`src/rtl/click_rr_arbiter_if.sv`:
```
// -----------------------------------------------------------------------------
// click_rr_arbiter_if
//   Bundle of the 2-phase handshake and status signals around
//   click_rr_arbiter.
//
//   master : environment side. Drives the input requests, their payloads and
//            the shared output acknowledge.
//   slave  : arbiter side. Drives the input acknowledges, the shared output
//            request and payload, and the status outputs.
//
//   Signals
//     in_req     [N_IN]            per-channel 2-phase request
//     in_ack     [N_IN]            per-channel 2-phase acknowledge
//     in_data    [N_IN*DATA_WIDTH] channel i payload at [i*DATA_WIDTH +: DATA_WIDTH]
//     out_req                      shared output 2-phase request
//     out_ack                      shared output 2-phase acknowledge
//     out_data   [DATA_WIDTH]      payload of the granted channel
//     grant_idx  [clog2(N_IN)]     last or current granted channel
//     busy                         a transfer is outstanding on the output
//     xfer_count [16]              completed transfers, wrapping
// -----------------------------------------------------------------------------
interface click_rr_arbiter_if #(
    parameter int N_IN       = 4,
    parameter int DATA_WIDTH = 8
);
    localparam int IDX_W = $clog2(N_IN);

    logic [N_IN-1:0]            in_req;
    logic [N_IN-1:0]            in_ack;
    logic [N_IN*DATA_WIDTH-1:0] in_data;
    logic                       out_req;
    logic                       out_ack;
    logic [DATA_WIDTH-1:0]      out_data;
    logic [IDX_W-1:0]           grant_idx;
    logic                       busy;
    logic [15:0]                xfer_count;

    modport master (
        output in_req, in_data, out_ack,
        input  in_ack, out_req, out_data, grant_idx, busy, xfer_count
    );

    modport slave (
        input  in_req, in_data, out_ack,
        output in_ack, out_req, out_data, grant_idx, busy, xfer_count
    );
endinterface

```
`src/rtl/click_rr_arbiter.sv`:
```
// -----------------------------------------------------------------------------
// click_rr_arbiter
//   Round-robin merge of N_IN 2-phase (transition-signalling) input channels
//   onto one shared 2-phase output. Everything is sampled on clk; the
//   handshake signals must already be synchronous to clk.
//
//   A channel holds a token while in_req[i] != in_ack[i]. In IDLE the first
//   token at or after rr_ptr is granted: its payload is captured, out_req
//   toggles and the FSM waits for out_ack to match out_req. The following
//   edge acknowledges the granted channel, advances rr_ptr past it and
//   returns to IDLE, so each transfer takes at least two clocks.
//
//   Ports
//     clk  : clock, all state updates on the rising edge
//     rst  : synchronous, active-high reset
//     bus  : click_rr_arbiter_if.slave (handshakes, payloads, status)
// -----------------------------------------------------------------------------
module click_rr_arbiter #(
    parameter int              N_IN           = 4,
    parameter int              DATA_WIDTH     = 8,
    parameter logic [N_IN-1:0] PHASE_INIT_IN  = '0,
    parameter logic            PHASE_INIT_OUT = 1'b0
) (
    input  logic               clk,
    input  logic               rst,
    click_rr_arbiter_if.slave  bus
);
    localparam int IDX_W = $clog2(N_IN);

    typedef enum logic {
        IDLE,
        WAIT_ACK
    } state_t;

    state_t                state_q, state_d;
    logic [N_IN-1:0]       in_ack_q, in_ack_d;
    logic                  out_req_q, out_req_d;
    logic [DATA_WIDTH-1:0] out_data_q, out_data_d;
    logic [IDX_W-1:0]      grant_idx_q, grant_idx_d;
    logic [IDX_W-1:0]      rr_ptr_q, rr_ptr_d;
    logic                  busy_q, busy_d;
    logic [15:0]           xfer_count_q, xfer_count_d;

    logic [N_IN-1:0]       tokens;
    logic                  sel_valid;
    logic [IDX_W-1:0]      sel_idx;
    logic [IDX_W-1:0]      cand;
    logic                  out_done;

    assign tokens   = bus.in_req ^ in_ack_q;
    assign out_done = (bus.out_ack == out_req_q);

    // Rotating priority search. Scanning from the far end back towards
    // rr_ptr lets the last hit (the one nearest rr_ptr) win.
    always_comb begin
        // NOTE: every signal written here gets a default first so no path
        // leaves it unassigned; otherwise synthesis infers a latch.
        sel_valid = 1'b0;
        sel_idx   = '0;
        cand      = '0;
        for (int k = N_IN - 1; k >= 0; k--) begin
            cand = IDX_W'((int'(rr_ptr_q) + k) % N_IN);
            if (tokens[cand]) begin
                sel_valid = 1'b1;
                sel_idx   = cand;
            end
        end
    end

    // State register. The payload register carries no storage array, so
    // every register, out_data included, gets a defined reset value.
    always_ff @(posedge clk) begin
        // NOTE: sequential state uses non-blocking assignments so every
        // register samples its pre-edge inputs regardless of statement order.
        if (rst) begin
            state_q      <= IDLE;
            in_ack_q     <= PHASE_INIT_IN;
            out_req_q    <= PHASE_INIT_OUT;
            out_data_q   <= '0;
            grant_idx_q  <= '0;
            rr_ptr_q     <= '0;
            busy_q       <= 1'b0;
            xfer_count_q <= '0;
        end else begin
            state_q      <= state_d;
            in_ack_q     <= in_ack_d;
            out_req_q    <= out_req_d;
            out_data_q   <= out_data_d;
            grant_idx_q  <= grant_idx_d;
            rr_ptr_q     <= rr_ptr_d;
            busy_q       <= busy_d;
            xfer_count_q <= xfer_count_d;
        end
    end

    // Next-state logic. out_ack activity in IDLE is ignored, and the
    // completion edge always lands in IDLE, so a new grant can only happen
    // one edge later.
    always_comb begin
        state_d = state_q;
        unique case (state_q)
            IDLE:     if (sel_valid) state_d = WAIT_ACK;
            WAIT_ACK: if (out_done)  state_d = IDLE;
        endcase
    end

    // Output/datapath logic. Inputs are not looked at in WAIT_ACK, which
    // keeps out_data and grant_idx frozen until the transfer completes.
    always_comb begin
        in_ack_d     = in_ack_q;
        out_req_d    = out_req_q;
        out_data_d   = out_data_q;
        grant_idx_d  = grant_idx_q;
        rr_ptr_d     = rr_ptr_q;
        busy_d       = busy_q;
        xfer_count_d = xfer_count_q;
        unique case (state_q)
            IDLE: begin
                if (sel_valid) begin
                    out_data_d  = bus.in_data[sel_idx*DATA_WIDTH +: DATA_WIDTH];
                    grant_idx_d = sel_idx;
                    out_req_d   = ~out_req_q;
                    busy_d      = 1'b1;
                end
            end
            WAIT_ACK: begin
                if (out_done) begin
                    in_ack_d     = in_ack_q ^ (N_IN'(1) << grant_idx_q);
                    rr_ptr_d     = (grant_idx_q == IDX_W'(N_IN - 1)) ? '0
                                                                     : grant_idx_q + 1'b1;
                    busy_d       = 1'b0;
                    xfer_count_d = xfer_count_q + 16'd1;
                end
            end
        endcase
    end

    assign bus.in_ack     = in_ack_q;
    assign bus.out_req    = out_req_q;
    assign bus.out_data   = out_data_q;
    assign bus.grant_idx  = grant_idx_q;
    assign bus.busy       = busy_q;
    assign bus.xfer_count = xfer_count_q;
endmodule
```
`src/flat_wrapper.sv`:
```
// flat-port wrapper written by rule: the top's interface ports become plain ports
module click_rr_arbiter_flat 
#(
    parameter int              N_IN           = 4,
    parameter int              DATA_WIDTH     = 8,
    parameter logic [N_IN-1:0] PHASE_INIT_IN  = '0,
    parameter logic            PHASE_INIT_OUT = 1'b0
)
  (clk, rst, bus_in_req, bus_in_data, bus_out_ack, bus_in_ack, bus_out_req, bus_out_data, bus_grant_idx, bus_busy, bus_xfer_count);
  click_rr_arbiter_if #(.N_IN(N_IN), .DATA_WIDTH(DATA_WIDTH)) bus_i ();
  input  logic clk;
  input  logic rst;
  input wire logic [$bits(bus_i.in_req)-1:0] bus_in_req;
  input wire logic [$bits(bus_i.in_data)-1:0] bus_in_data;
  input wire logic [$bits(bus_i.out_ack)-1:0] bus_out_ack;
  output wire logic [$bits(bus_i.in_ack)-1:0] bus_in_ack;
  output wire logic [$bits(bus_i.out_req)-1:0] bus_out_req;
  output wire logic [$bits(bus_i.out_data)-1:0] bus_out_data;
  output wire logic [$bits(bus_i.grant_idx)-1:0] bus_grant_idx;
  output wire logic [$bits(bus_i.busy)-1:0] bus_busy;
  output wire logic [$bits(bus_i.xfer_count)-1:0] bus_xfer_count;
  assign bus_i.in_req = bus_in_req;
  assign bus_i.in_data = bus_in_data;
  assign bus_i.out_ack = bus_out_ack;
  assign bus_in_ack = bus_i.in_ack;
  assign bus_out_req = bus_i.out_req;
  assign bus_out_data = bus_i.out_data;
  assign bus_grant_idx = bus_i.grant_idx;
  assign bus_busy = bus_i.busy;
  assign bus_xfer_count = bus_i.xfer_count;
  click_rr_arbiter #(.N_IN(N_IN), .DATA_WIDTH(DATA_WIDTH), .PHASE_INIT_IN(PHASE_INIT_IN), .PHASE_INIT_OUT(PHASE_INIT_OUT)) u_core (.clk(clk), .rst(rst), .bus(bus_i));
endmodule
```
`config.mk`:
```
export PLATFORM = sky130hd
export DESIGN_NAME = click_rr_arbiter_flat
export DESIGN_NICKNAME = d
export VERILOG_FILES = /design/src/rtl/click_rr_arbiter_if.sv /design/src/rtl/click_rr_arbiter.sv /design/src/flat_wrapper.sv
export SDC_FILE = /design/constraint.sdc
export NUM_CORES = 1
export LEC_CHECK = 0
export BUFFER_PORTS_ARGS = -buffer_cell sky130_fd_sc_hd__buf_2
export CAP_MARGIN = 20
export CORE_UTILIZATION = 48
export DETAILED_ROUTE_END_ITERATION = 8
export GPL_ROUTABILITY_DRIVEN = 1
export HOLD_SLACK_MARGIN = 0.15
export PLACE_DENSITY = 0.89
export SLEW_MARGIN = 0
export SYNTH_ARGS = -nofsm -noshare
export SYNTH_HDL_FRONTEND = slang
export SYNTH_SLANG_ARGS = --single-unit
```
`constraint.sdc`:
```
create_clock -name clk -period 2.1 [get_ports clk]
set_input_delay 0.105 -clock clk [delete_from_list [all_inputs] [get_ports clk]]
set_output_delay 0.105 -clock clk [all_outputs]
set_load 0.02 [all_outputs]
```
# Word-level counts from Yosys, hierarchy flattened
# Index checks and enable logic that the tools add are counted.
# word_totals
in_bits,39
reg_bits,35
wordCells,53
out_inout_bits,32
# op_classes
n_shift,2
bitwise_logic,4
addsub,5
mux,23
magnitude_cmp,4
n_reduce_logical,3
n_eq_ne,4
# ops
cell,count
32-bit by 6-bit indexed part select with 8-bit output,1
"16-bit by 1-bit adder with 16-bit output, second input constant",1
"2-bit by 3-bit less-than comparator with 1-bit output, second input constant",4
1-bit 2-to-1 mux,12
2-bit 2-to-1 mux,5
1-bit binary-select mux with 2-bit select,4
4-bit bitwise XOR,2
2-bit AND reduction,3
"2-bit by 1-bit adder with 2-bit output, second input constant",2
"2-bit adder, second input constant",2
1-bit one-hot mux with 2 select lines,2
"1-bit by 2-bit left shift with 4-bit output, first input constant",1
"2-bit == test, second input constant",1
"2-bit by 1-bit != test with 1-bit output, second input constant",1
"2-bit != test, second input constant",1
1-bit NOT,2
1-bit == test,1

# Logic depth before layout (Yosys ltp)
# logic_depth
ltp_word,9
mapped_depth,6
mapped_depth_nobuf,5

# Least setup slack after synthesis
# No wires, ideal clock.
# synth_timing
path_type,register -> register
start,"register u_core.in_ack_q[2], in the netlist u_core.bus.in_ack[2]"
end,"register u_core.out_data_q[0], in the netlist u_core.bus.out_data[0]"
arrival_time_ns,1.610
stages_incl_launch_ff,7
path_slack_ns,0.356
period_less_slack_ns,1.744
path_cell_list,dfxtp_1 > xnor2_2 > o21ai_1 > o2bb2ai_4 > buf_12 > mux2i_1 > o221ai_1
# synth_between
elab_chain_len,8
word_cells_on_any_way,19
classes_between,1 x shift; 16 x mux; 1 x bitwise; 1 x reduce/logical
# synth_rtl
element,line_no,rtl
"start, declared",click_rr_arbiter.sv:36,"logic [N_IN-1:0] in_ack_q, in_ack_d;"
"start signal, assigned",click_rr_arbiter.sv:86,in_ack_q <= in_ack_d;
4-bit bitwise XOR (*),click_rr_arbiter.sv:50,assign tokens = bus.in_req ^ in_ack_q;
1-bit binary-select mux with 2-bit select,click_rr_arbiter.sv:63,if (tokens[cand]) begin
1-bit 2-to-1 mux (implied by the code),click_rr_arbiter.sv:63,
2-bit 2-to-1 mux or 1-bit 2-to-1 mux (tied branches) (4 in a row),click_rr_arbiter.sv:63,
32-bit by 6-bit indexed part select with 8-bit output or 2-bit AND reduction (tied branches),n/a,
"end signal, assigned",click_rr_arbiter.sv:88,out_data_q <= out_data_d;
"end, declared",click_rr_arbiter.sv:38,"logic [DATA_WIDTH-1:0] out_data_q, out_data_d;"
# Every way passes the cells marked *; elsewhere a longest branch is shown, timed or not. The select of a mux whose other input is x is not followed.
# A chain may end at the register's enable or synchronous reset.

# Worst setup path after layout
# layout_timing
start,"register u_core.in_ack_q[0], in the netlist u_core.bus.in_ack[0]"
end,"register u_core.out_data_q[7], in the netlist u_core.bus.out_data[7]"
# The elaborated chain is that of the path after synthesis.

==> metrics.yaml <==
dp_cells: 307
die_w_um: 63.33
worstHoldEndpoint: "u_core.bus.out_data[0]"
grt_max_degree: 29
worstPathArrival_ns: 2.15
antenna_found_initial: 0
min_period_over_period_pct: 95.00
avgSynthCellArea_um2: 9.212
ys_types: 34
finalInstanceArea_um2: 2479
synth-edff-count: 0
maxCapViolCount: 0
outcome: "completed"
cts.sinks: 35
rows: 21
slowest_delay_ns: 0.39
numCtsBuffers: 5
route.met3.wl_um: 306
skew_ns: 0.009753
core_area_um2: 3468
drt-met1-wl_mm: 2.021
wl_per_cell_um: 15.57
post_cts_resized: 0
port_buffers: 70
p_sw_mw: 0.6455
start_util_pct: 52.06
regArea_um2: 700.7
critical_path.startpoint_type: "register"
fillers: 267
gp_congestion: 0.7897
vias: 1795
synth_fp_nets: 240
n_antenna_cell: 0
multiInputGateArea_um2: 1023
worstSetupEndpointType: "register"
holdPathStages: 3
p_clk_share_pct: 25.3
post_dp_cell_area_um2: 2177
critPathSlowestCell: "xnor2_1"
r2r_slack_ns: 0.11
setup_ws_ns: 0.1050
ys_top_cells_by_area: "dfxtp_1 (39%), mux2i_1 (8.9%), xnor2_1 (5.8%)"
grt_pass1_wl_mm: 8.466
area.growth.synth_to_final_pct: 37.28
route.met2.wl_mm: 2.642
min_period_ns: 1.995
relSlewSlack_pct: 60.80
layout-drive-gt1-share_pct: 29.55
die_h_um: 63.33
rsz0062_at_grt: "false"
p_comb_share_pct: 31.6
top_layer_used: "met4"
setup-violations-final: 0
yosysMostFrequentCell: "dfxtp_1"
yosys.area.top_type_share_pct: 38.81
nets: 334
synth-seq-area-share_pct: 38.81
tns_ns: 0
post-route-drc-count: 0
worst_pin_slew_ns: 0.5858
min_path_type: "in2reg"
h-tree-depth: 2
ctsRootBufferMaster: "clkbuf_8"
final_util_pct: 71.46
grtUsageTotal_pct: 27.64
grt_pass1_vias: 1783
irDropWorstVdd_mv: 0.5676
cp.required_ns: 2.25
rr_worst_depth: 5
worstPathMaxFanout: 8
fmaxAchievable_mhz: 501.3
ys_ff_latch: 35
clk_pin_slew_ns: 0.08
grt-ovfl-total: 0
crit_type: "reg2reg"
clockBufferDepth: 2
synth.cell_area_um2: 1805
ys_async_sr_fraction_pct: 0
ant_nets: 0
io_pins: 71
fin_cells: 337
seqPwrFrac_pct: 43.1
pre_cts_ws_ns: 0.2205
yosysWarnings: 0
hpwlAfterDp_mm: 3.121
powerDensity_nw_per_um2: 755.1
die-area_um2: 4011
hold_viol_final: 0
ys.flop_type: "dfxtp_1"
path_cells: "xnor2_1 > a41oi_2 > and2b_1 > nand2b_1 > o221ai_1"
drt-vias-per-instance: 5.326
hold_start: "bus_in_data[0]"
power_leakage_nw: 1.149
firstDrtPassIters: 5
wirelength_mm: 5.247
swShare_pct: 34.49
yosysTopAreaCell: "dfxtp_1"
first_iter_violations: 104
insertion_delay_ns: 0.30
final_max_slew_viol_count: 0
rr_endpoint: "u_core.bus.out_data[7]"
r2r-start: "u_core.bus.in_ack[0]"
p_int_mw: 1.226
synthTopCellsByCount: "dfxtp_1 (35), nor2_1 (24), nand2_1 (22)"
syn_inst: 196
tritoncts: "yes"
worst max-delay path, delay by kind of cell, from the launching register on:
family / cells / cell delay, ns
AOI/OAI and AO/OA: 2 / 0.54
and+or+nand+nor: 2 / 0.57
xor gates and xnor gates: 1 / 0.39
DFF: 1 / 0.36
cell type report:
cell class	count	area share, %
clock buffers	7	3.079
flip-flops and latches	35	28.27
well taps	46	2.322
multi-input cells	146	41.29
clock inverters	1	0.2019
repair buffers	94	23.62
inverters	8	1.212
flip-flops by register name, indices dropped and copies added (netlist names):
name and count:
u_core.bus.busy 1, u_core.bus.grant_idx 2, u_core.bus.in_ack 4, u_core.bus.out_data 8
u_core.bus.out_req 1, u_core.bus.xfer_count 16, u_core.rr_ptr_q 2, u_core.state_q 1
kinds of logic (layout without fill, tap and decap cells):
kind of cell / Yosys count / count (layout) / share of synthesized area, %
muxes: 17 / 17 / 9.702
DFF: 35 / 35 / 38.81
AOI/OAI and AO/OA: 26 / 26 / 11.85
xor gates and xnor gates: 25 / 25 / 12.96
adders and majority gates: 5 / 5 / 3.465
buffers and inverters: 15 / 110 / 4.504
and+or+nand+nor: 73 / 73 / 18.71
power by group through the flow:
stage,clock network [mW],logic (mW),registers (mW)
global route,0.518,0.633,0.812
finish,0.473,0.592,0.806
detailed placement,0,0.544,0.810
global placement,0,0.528,0.809
CTS,0.475,0.577,0.797
floorplan,0,0.328,0.880
routing by layer:
| metal | up-vias | global-route usage (%) |
|---|---|---|
| met5 | - | 0 |
| met4 | 0 | 17.33 |
| met3 | 26 | 7.428 |
| met2 | 80 | 46.54 |
| met1 | 817 | 30.50 |
| li1 | 872 | - |
repair_timing:
action	CTS	global route
buffers inserted	0	0
hold buffers	22	0
hold endpoints to repair	7	0
cell usage in the layout (no fill, tap or decap), types with 6 or more instances in the layout:
cell / synthesis / layout
dlygate4sd3_1: 0 / 22
nor2_1: 24 / 24
dfxtp_1: 35 / 35
nand2_1: 22 / 22
buf_2: 1 / 70
xnor2_1: 12 / 12
xor2_1: 11 / 11
inv_1: 8 / 8
o221ai_1: 10 / 10
mux2i_1: 16 / 16
a21oi_1: 6 / 6
worst max path at each step:
stage                         start                endpoint  cells after the start  slack [ns]
2_1_floorplan  u_core.bus.in_ack[2]  u_core.bus.out_data[0]                      6        0.36
3_3_place_gp   u_core.bus.in_ack[0]  u_core.bus.out_data[6]                      5        0.32
3_5_place_dp   u_core.bus.in_ack[0]  u_core.bus.out_data[0]                      5        0.22
4_1_cts        u_core.bus.in_ack[0]  u_core.bus.out_data[5]                      5        0.21
5_1_grt        u_core.bus.in_ack[0]  u_core.bus.out_data[7]                      5        0.02
6_report       u_core.bus.in_ack[0]  u_core.bus.out_data[7]                      5        0.11
metrics by stage:
| step | power [mW] | hold slack (ns) |
|---|---|---|
| floorplan | 1.208 | 0.3049 |
| global placement | 1.336 | 0.4002 |
| detailed placement | 1.353 | 0.4105 |
| CTS | 1.848 | 0.1546 |
| global route | 1.964 | 0.1657 |
| finish | 1.872 | 0.1407 |
(Power assumes the default switching activity.)
